--- src/rtl/mem_arbiter_2port_if.sv ---
// Memory-side bus of the two-port arbiter: one request strobe out, one acknowledge back.
interface mem_arbiter_2port_if #(
    parameter int WIDTH      = 16,
    parameter int ADDR_WIDTH = 4
);
    logic                  mem_valid;
    logic                  mem_wr_rd;
    logic [ADDR_WIDTH-1:0] mem_addr;
    logic [WIDTH-1:0]      mem_wdata;
    logic [WIDTH-1:0]      mem_rdata;
    logic                  mem_ready;

    modport master (
        output mem_valid,
        output mem_wr_rd,
        output mem_addr,
        output mem_wdata,
        input  mem_rdata,
        input  mem_ready
    );

    modport slave (
        input  mem_valid,
        input  mem_wr_rd,
        input  mem_addr,
        input  mem_wdata,
        output mem_rdata,
        output mem_ready
    );
endinterface

--- src/rtl/mem_arbiter_2port.sv ---
// Round-robin arbiter sharing one single-outstanding memory port between two requesters,
// with a WAIT-cycle timeout that completes the transaction with an error flag.
module mem_arbiter_2port #(
    parameter int WIDTH      = 16,
    parameter int ADDR_WIDTH = 4,
    parameter int TIMEOUT    = 8
) (
    input  logic                  clk_i,
    input  logic                  rst_i,

    input  logic                  valid0_i,
    input  logic                  wr_rd0_i,
    input  logic [ADDR_WIDTH-1:0] addr0_i,
    input  logic [WIDTH-1:0]      wdata0_i,
    output logic                  ready0_o,
    output logic [WIDTH-1:0]      rdata0_o,

    input  logic                  valid1_i,
    input  logic                  wr_rd1_i,
    input  logic [ADDR_WIDTH-1:0] addr1_i,
    input  logic [WIDTH-1:0]      wdata1_i,
    output logic                  ready1_o,
    output logic [WIDTH-1:0]      rdata1_o,

    output logic                  err_o,
    mem_arbiter_2port_if.master   mem,
    output logic                  busy_o,
    output logic                  grant_o
);

    localparam int CW = $clog2(TIMEOUT + 1);

    typedef enum logic [1:0] {
        IDLE,
        ISSUE,
        WAIT,
        DONE
    } state_t;

    state_t                state;
    logic [CW-1:0]         cnt;
    logic                  last_served;
    logic                  win;

    logic                  mem_valid_q;
    logic                  mem_wr_rd_q;
    logic [ADDR_WIDTH-1:0] mem_addr_q;
    logic [WIDTH-1:0]      mem_wdata_q;

    assign mem.mem_valid = mem_valid_q;
    assign mem.mem_wr_rd = mem_wr_rd_q;
    assign mem.mem_addr  = mem_addr_q;
    assign mem.mem_wdata = mem_wdata_q;

    // On a tie the requester not served last wins; last_served resets to 1 so port 0 wins first.
    always_comb begin
        win = 1'b0;
        if (valid0_i && valid1_i) begin
            win = ~last_served;
        end else if (valid1_i) begin
            win = 1'b1;
        end
    end

    always_ff @(posedge clk_i) begin
        if (rst_i) begin
            state       <= IDLE;
            cnt         <= '0;
            last_served <= 1'b1;
            mem_valid_q <= 1'b0;
            mem_wr_rd_q <= 1'b0;
            mem_addr_q  <= '0;
            mem_wdata_q <= '0;
            ready0_o    <= 1'b0;
            ready1_o    <= 1'b0;
            rdata0_o    <= '0;
            rdata1_o    <= '0;
            err_o       <= 1'b0;
            busy_o      <= 1'b0;
            grant_o     <= 1'b0;
        end else begin
            case (state)
                IDLE: begin
                    if (valid0_i || valid1_i) begin
                        grant_o     <= win;
                        mem_wr_rd_q <= win ? wr_rd1_i : wr_rd0_i;
                        mem_addr_q  <= win ? addr1_i  : addr0_i;
                        mem_wdata_q <= win ? wdata1_i : wdata0_i;
                        mem_valid_q <= 1'b1;
                        busy_o      <= 1'b1;
                        state       <= ISSUE;
                    end
                end

                ISSUE: begin
                    mem_valid_q <= 1'b0;
                    cnt         <= '0;
                    state       <= WAIT;
                end

                // An acknowledge in the final WAIT cycle still counts as success.
                WAIT: begin
                    if (mem.mem_ready) begin
                        if (!mem_wr_rd_q) begin
                            if (grant_o) begin
                                rdata1_o <= mem.mem_rdata;
                            end else begin
                                rdata0_o <= mem.mem_rdata;
                            end
                        end
                        err_o    <= 1'b0;
                        ready0_o <= ~grant_o;
                        ready1_o <= grant_o;
                        state    <= DONE;
                    end else if (cnt == CW'(TIMEOUT - 1)) begin
                        err_o    <= 1'b1;
                        ready0_o <= ~grant_o;
                        ready1_o <= grant_o;
                        state    <= DONE;
                    end else begin
                        cnt <= cnt + 1'b1;
                    end
                end

                DONE: begin
                    ready0_o    <= 1'b0;
                    ready1_o    <= 1'b0;
                    err_o       <= 1'b0;
                    last_served <= grant_o;
                    cnt         <= '0;
                    busy_o      <= 1'b0;
                    state       <= IDLE;
                end

                default: state <= IDLE;
            endcase
        end
    end

    a_ready_exclusive: assert property (@(posedge clk_i) disable iff (rst_i)
        !(ready0_o && ready1_o));

    a_issue_single_cycle: assert property (@(posedge clk_i) disable iff (rst_i)
        mem_valid_q |=> !mem_valid_q);

endmodule

--- src/flat_wrapper.sv ---
// flat-port wrapper written by rule: the top's interface ports become plain ports
module mem_arbiter_2port_flat 
#(
    parameter int WIDTH      = 16,
    parameter int ADDR_WIDTH = 4,
    parameter int TIMEOUT    = 8
)
  (clk_i, rst_i, valid0_i, wr_rd0_i, addr0_i, wdata0_i, ready0_o, rdata0_o, valid1_i, wr_rd1_i, addr1_i, wdata1_i, ready1_o, rdata1_o, err_o, busy_o, grant_o, mem_mem_valid, mem_mem_wr_rd, mem_mem_addr, mem_mem_wdata, mem_mem_rdata, mem_mem_ready);
  mem_arbiter_2port_if #(.WIDTH(WIDTH), .ADDR_WIDTH(ADDR_WIDTH)) mem_i ();
  input  logic clk_i;
  input  logic rst_i;
  input  logic valid0_i;
  input  logic wr_rd0_i;
  input  logic [ADDR_WIDTH-1:0] addr0_i;
  input  logic [WIDTH-1:0] wdata0_i;
  output logic ready0_o;
  output logic [WIDTH-1:0] rdata0_o;
  input  logic valid1_i;
  input  logic wr_rd1_i;
  input  logic [ADDR_WIDTH-1:0] addr1_i;
  input  logic [WIDTH-1:0] wdata1_i;
  output logic ready1_o;
  output logic [WIDTH-1:0] rdata1_o;
  output logic err_o;
  output logic busy_o;
  output logic grant_o;
  output wire logic [$bits(mem_i.mem_valid)-1:0] mem_mem_valid;
  output wire logic [$bits(mem_i.mem_wr_rd)-1:0] mem_mem_wr_rd;
  output wire logic [$bits(mem_i.mem_addr)-1:0] mem_mem_addr;
  output wire logic [$bits(mem_i.mem_wdata)-1:0] mem_mem_wdata;
  input wire logic [$bits(mem_i.mem_rdata)-1:0] mem_mem_rdata;
  input wire logic [$bits(mem_i.mem_ready)-1:0] mem_mem_ready;
  assign mem_mem_valid = mem_i.mem_valid;
  assign mem_mem_wr_rd = mem_i.mem_wr_rd;
  assign mem_mem_addr = mem_i.mem_addr;
  assign mem_mem_wdata = mem_i.mem_wdata;
  assign mem_i.mem_rdata = mem_mem_rdata;
  assign mem_i.mem_ready = mem_mem_ready;
  mem_arbiter_2port #(.WIDTH(WIDTH), .ADDR_WIDTH(ADDR_WIDTH), .TIMEOUT(TIMEOUT)) u_core (.clk_i(clk_i), .rst_i(rst_i), .valid0_i(valid0_i), .wr_rd0_i(wr_rd0_i), .addr0_i(addr0_i), .wdata0_i(wdata0_i), .ready0_o(ready0_o), .rdata0_o(rdata0_o), .valid1_i(valid1_i), .wr_rd1_i(wr_rd1_i), .addr1_i(addr1_i), .wdata1_i(wdata1_i), .ready1_o(ready1_o), .rdata1_o(rdata1_o), .err_o(err_o), .mem(mem_i), .busy_o(busy_o), .grant_o(grant_o));
endmodule
--- config.mk ---
export PLATFORM = sky130hd
export DESIGN_NAME = mem_arbiter_2port_flat
export DESIGN_NICKNAME = d
export VERILOG_FILES = /design/src/rtl/mem_arbiter_2port_if.sv /design/src/rtl/mem_arbiter_2port.sv /design/src/flat_wrapper.sv
export SDC_FILE = /design/constraint.sdc
export NUM_CORES = 1
export LEC_CHECK = 0
export ABC_AREA = 1
export ABC_CLOCK_PERIOD_IN_PS = 1400
export BUFFER_PORTS_ARGS = -buffer_cell sky130_fd_sc_hd__buf_2
export CAP_MARGIN = 30
export CORE_ASPECT_RATIO = 1.5
export CORE_MARGIN = 5
export CORE_UTILIZATION = 42
export CTS_BUF_LIST = sky130_fd_sc_hd__clkbuf_16
export DETAILED_ROUTE_END_ITERATION = 12
export GPL_TIMING_DRIVEN = 0
export PLACE_DENSITY = 0.75
export SLEW_MARGIN = 10
export SYNTH_ARGS = -nofsm -noshare
export SYNTH_HDL_FRONTEND = slang
export SYNTH_SLANG_ARGS = --single-unit
--- constraint.sdc ---
create_clock -name clk_i -period 1.4 [get_ports clk_i]
set_clock_uncertainty 0.05 [all_clocks]
set_input_delay 0.28 -clock clk_i [delete_from_list [all_inputs] [get_ports clk_i]]
set_output_delay 0.28 -clock clk_i [all_outputs]
set_load 0.01 [all_outputs]
## Word-level counts from Yosys, hierarchy flattened

Index checks and enable logic that the tools add are counted.
W data, S select, Z words.

| storage, ports and cells | value |
|---|---|
| flip-flop bits (word level) | 66 |
| logic and storage cells | 66 |

| cells by class | value |
|---|---|
| bitwise operators | 3 |
| reduce and logical (&&, ||, !) cells | 16 |
| add/subtract/negate cells | 1 |
| equality and inequality tests | 8 |
| multiplexer cells | 24 |

Operators with widths:

| kind | number |
|---|---|
| $mux W16 | 1 |
| $mux W4 | 3 |
| $mux W1 | 10 |
| $pmux W1 S2 | 5 |
| $reduce_and A2 Y1 | 5 |
| $pmux W2 S4 | 1 |
| $pmux W4 S2 | 1 |
| $reduce_and A4 Y1 | 2 |
| $reduce_bool A2 Y1 | 4 |
| $mux W2 | 3 |
| $add A4 B1 Y4 const B | 1 |
| $eq A2 B2 Y1 const B | 2 |
| $eq A4 B3 Y1 const B | 1 |
| $ne A2 B2 Y1 const B | 2 |
| $ne A3 B2 Y1 const B | 1 |
| $not A1 Y1 | 3 |
| $reduce_and A3 Y1 | 1 |
| $eq A2 B1 Y1 const B | 1 |
| $logic_not A2 Y1 | 1 |
| $ne A2 B1 Y1 const B | 1 |
| $reduce_or A2 Y1 | 1 |
| $logic_and A1 B1 Y1 | 1 |
| $logic_or A1 B1 Y1 | 1 |

## Logic depth before layout (Yosys ltp)

| depth | value |
|---|---|
| depth in word-level cells | 4 |
| gate-level depth with buffers | 9 |
| depth with buffers taken out | 8 |

## Least setup slack after synthesis

OpenSTA, ideal clock, no wires.

| timing path | value |
|---|---|
| path kind | reg2reg |
| start point | register u_core.state[0] |
| end point | register u_core.rdata1_o[10] |
| data required time | 1.237 ns |
| stages on the path, launching flop included | 9 |
| setup slack | -0.014 ns |
| arrival | 1.250 ns |
| clock period less this slack | 1.414 ns |
| setup time | 0.113 ns |
| cells stage by stage | dfxtp_1 -> inv_1 -> ha_1 -> nand2_2 -> nor2_4 -> nand2_4 -> buf_6 -> o21ai_1 -> nor2_1 |

| on the way | value |
|---|---|
| word-level cells in the longest chain between the ends | 2 |

Ends and longest elaborated chain:

| element | line | RTL |
|---|---|---|
| start: declaration | mem_arbiter_2port.sv:40 | `state_t state;` |
| start signal: assignment | mem_arbiter_2port.sv:67 | `state <= IDLE;` |
| start signal: assignment | mem_arbiter_2port.sv:91 | `state <= ISSUE;` |
| start signal: assignment | mem_arbiter_2port.sv:98 | `state <= WAIT;` |
| $eq A2 B2 Y1 | mem_arbiter_2port.sv:82 | `case (state)` |
| $reduce_and A4 Y1 (no line) | - |  |
| end signal: assignment | mem_arbiter_2port.sv:106 | `rdata1_o <= mem.mem_rdata;` |
| end: declaration | mem_arbiter_2port.sv:23 | `output logic [WIDTH-1:0] rdata1_o,` |

Every way passes these cells.
A chain may end at the register's enable or synchronous reset.

## Worst setup path after layout

| timing path | value |
|---|---|
| start point | register u_core.state[0] |
| end point | register u_core.rdata0_o[14] |

| on the way | value |
|---|---|
| word-level cells in the longest chain between the ends | 2 |

Ends and longest elaborated chain:

| element | line | RTL |
|---|---|---|
| $eq A2 B2 Y1 | mem_arbiter_2port.sv:82 |  |
| $reduce_and A4 Y1 (no line) | - |  |
| end signal: assignment | mem_arbiter_2port.sv:108 | `rdata0_o <= mem.mem_rdata;` |
| end: declaration | mem_arbiter_2port.sv:16 | `output logic [WIDTH-1:0] rdata0_o,` |

Every way passes these cells.

==> results.toml <==
[status]
status = "complete, but fails checks"
violations = "negative setup slack"

[clock_network]
cts_made_buffers = 9
path_clk_slew_ns = 0.06
cts_tree = "done"
cts-root-buf = "clkbuf_16"
cts_num_sinks = 66
cts.htree.levels = 3
clk-insertion-delay-late_ns = 0.32
clock_path_buffers = 2

[job]
maxCapViolCount = 0

[logic_synthesis]
netlist_area_sq_mm = 0.00278
synth_nets = 447
synth_ff_type = "dfxtp_1"
synth_area_leaders = "dfxtp_1 (47%), nor2_1 (13%), nand2_1 (9.2%)"
synth-async-reset-ratio_pct = 0
postSynthCellCount = 378
synth-seq-cells = 66
synth_largest_area_cell = "dfxtp_1"
synth_cell_types = 26
avgSynthCellArea_sq_um = 7.36
yosysWarnings = 0
synth_top_area_share_pct = 47.5
synth-edff-count = 0
seq_area_frac_synth_pct = 47.5

[routing]
ant_nets = 0
vias = 3054
drc_errors = 0
wl_mm = 8.33
drt_first_pass_iters = 4
viasPerCell = 5.01
route.detailed.wl_per_inst_microns = 13.7
drt_iter0_markers = 165

[worst_setup_path]
cp_common_cell = "nand2_4"
cp-startpoint = "u_core.state[0]"
crit_type = "reg -> reg"
crit_path_max_fanout = 10
max_stage_delay_ns = 0.33
crit_path_cell_trace = "inv_4 > ha_4 > nand2_4 > nor2_4 > nand2_4 > buf_6 > o21ai_1 > nor2_1"
critPathCaptureType = "register"
r2r-start = "u_core.state[0]"
startpoint_type = "register"
cp_slowest_cell = "dfxtp_2"
critPathRequiredTime_ns = 1.57
arrival_ns = 1.61

[placement]
hpwl_mm = 5.92
place_ws_ns = -0.235
port_buffers = 121
place_congestion = 0.791

[die]
fp.dieW_microns = 76.5
die_h_microns = 110
initial_core_util_pct = 42.9
row_count = 36
dieArea_sq_mm = 0.00839
ios = 122
core_sq_mm = 0.00649

[sta]
fin_crit_ns = 1.44
worst_slack_ns = -0.0438
slew_violations = 0
fin_crit_sh_pct = 103
setup_viol = 22
tightest_slew_ns = 0.625
slew_headroom_pct = 58.3
grt_setup_unrepaired = "true"
fmax_ghz = 0.693
hold_violations = 0

[grt]
grt_max_degree = 13
grt_first_pass_wirelength_mm = 13.4
track_usage_pct = 19.6
grt-ovfl-total = 0
antenna_found_initial = 0
grt_pass1_vias = 3073

[cells_and_area]
num_antenna_cells = 0
nets = 597
area.growth.synth_to_final_pct = 46.4
nFillCells = 569
layout-drive-gt1-share_pct = 38.6

[power_and_ir_drop]
peakVddDrop_v = 0.000987
power_mw = 7.30
power_density_mw_per_mm2 = 1790
p_leak_nw = 2.04

[min_path]
hp-start = "wdata1_i[13]"
min_path_type = "in -> reg"
final timing paths:
check        cells after the start                  endpoint  slack (ns)
max                              8       u_core.rdata0_o[14]       -0.04
min                              3  u_core.mem.mem_wdata[13]        0.13
max reg2reg                      8       u_core.rdata0_o[14]       -0.04
min reg2reg                      2              u_core.err_o        0.41
power by group:
part	internal [mW]	leakage, nW	switching, mW
clock network	1.19	0.127	0.815
registers	2.31	0.541	0.265
logic	1.20	1.37	1.52
cells by family after synthesis:
family / after synthesis / share of synthesized area (%)
buffers and inverters: 36 / 7.33
and+or+nand+nor: 180 / 26.0
DFF: 66 / 47.5
AOI/OAI and AO/OA: 90 / 16.5
adders and majority gates: 6 / 2.70
worst max-delay path, delay by kind of cell (launching register included):
| kind | cells | cell delay, ns |
|---|---|---|
| fa+ha+maj | 1 | 0.16 |
| buf+inv | 2 | 0.24 |
| simple gates | 4 | 0.41 |
| compound gates | 1 | 0.13 |
| flops | 1 | 0.33 |
cells in the final DEF, fill, tap and decap left out, types with 3 or more instances in the layout:
| cell type | Yosys | final |
|---|---|---|
| clkbuf_16 | 0 | 10 |
| buf_4 | 0 | 12 |
| a21oi_1 | 30 | 26 |
| o21ai_2 | 0 | 15 |
| a21oi_2 | 0 | 4 |
| nand2_2 | 1 | 3 |
| clkinv_2 | 0 | 3 |
| ha_1 | 6 | 4 |
| clkinvlp_4 | 0 | 3 |
| nand2_1 | 68 | 66 |
| clkbuf_1 | 5 | 5 |
| nand3_1 | 9 | 9 |
| nand2_4 | 2 | 3 |
| dfxtp_1 | 66 | 63 |
| inv_1 | 15 | 12 |
| buf_6 | 2 | 8 |
| nor2_1 | 95 | 93 |
| o21ai_0 | 29 | 13 |
| o21ai_1 | 27 | 28 |
| buf_2 | 8 | 126 |
per-stage QoR:
step | setup TNS [ns] | utilization (%) | hold WS (ns) | instances | instance area (sq um)
6_report | -0.506 | 62.8 | 0.128 | 609 | 4080
5_1_grt | -3.29 | 62.8 | 0.128 | 609 | 4080
3_3_place_gp | -7.03 | 53.8 | 0.399 | 575 | 3490
4_1_cts | -0.928 | 60.1 | 0.123 | 601 | 3900
2_1_floorplan | 0 | - | 0.299 | 378 | 2790
3_5_place_dp | -9.16 | 53.8 | 0.403 | 575 | 3490
cells in the mapped netlist, types with 5 or more instances:
cell and count:
ha_1 6, o21ai_0 29, nor2_1 95, a21oi_1 30
o21ai_1 27, dfxtp_1 66, buf_2 8, inv_1 15
clkbuf_1 5, nand2_1 68, nand3_1 9
per-layer routing:
layer	part of all wire [%]	vias up	routed length [microns]	global-route usage (%)
li1	-	1528	-	-
met1	38	1362	3140	20.6
met2	50	137	4210	34.1
met3	8.8	27	733	6.80
met4	3.0	0	250	10.8
met5	0	-	0	0
state kept, by name, summed over array words and instances (netlist names):
signal and cells:
u_core.rdata1_o 16, u_core.mem.mem_wr_rd 1, u_core.mem.mem_wdata 16, u_core.cnt 4, u_core.last_served 1, u_core.busy_o 1, u_core.mem.mem_addr 4, u_core.rdata0_o 16
u_core.err_o 1, u_core.grant_o 1, u_core.ready1_o 1, u_core.state 2, u_core.mem.mem_valid 1, u_core.ready0_o 1
timing repair:
action                     CTS  global route
gates cloned                 2             2
pin swaps                    5             6
gates resized for setup     26            41
buffers inserted             8             6
setup endpoints to repair   63            59
hold buffers                 0             0
final cells by class:
type	count	area [sq um]	area share, %
Clock buffer	9	225	5.52
Buffer	18	158	3.87
Sequential cell	66	1330	32.6
Clock inverter	7	46.3	1.14
Inverter	18	82.6	2.03
Multi-Input combinational cell	277	1380	33.8
Timing Repair Buffer	138	766	18.8
Tap cell	76	95.1	2.33
Power figures use the tool's default switching activity.
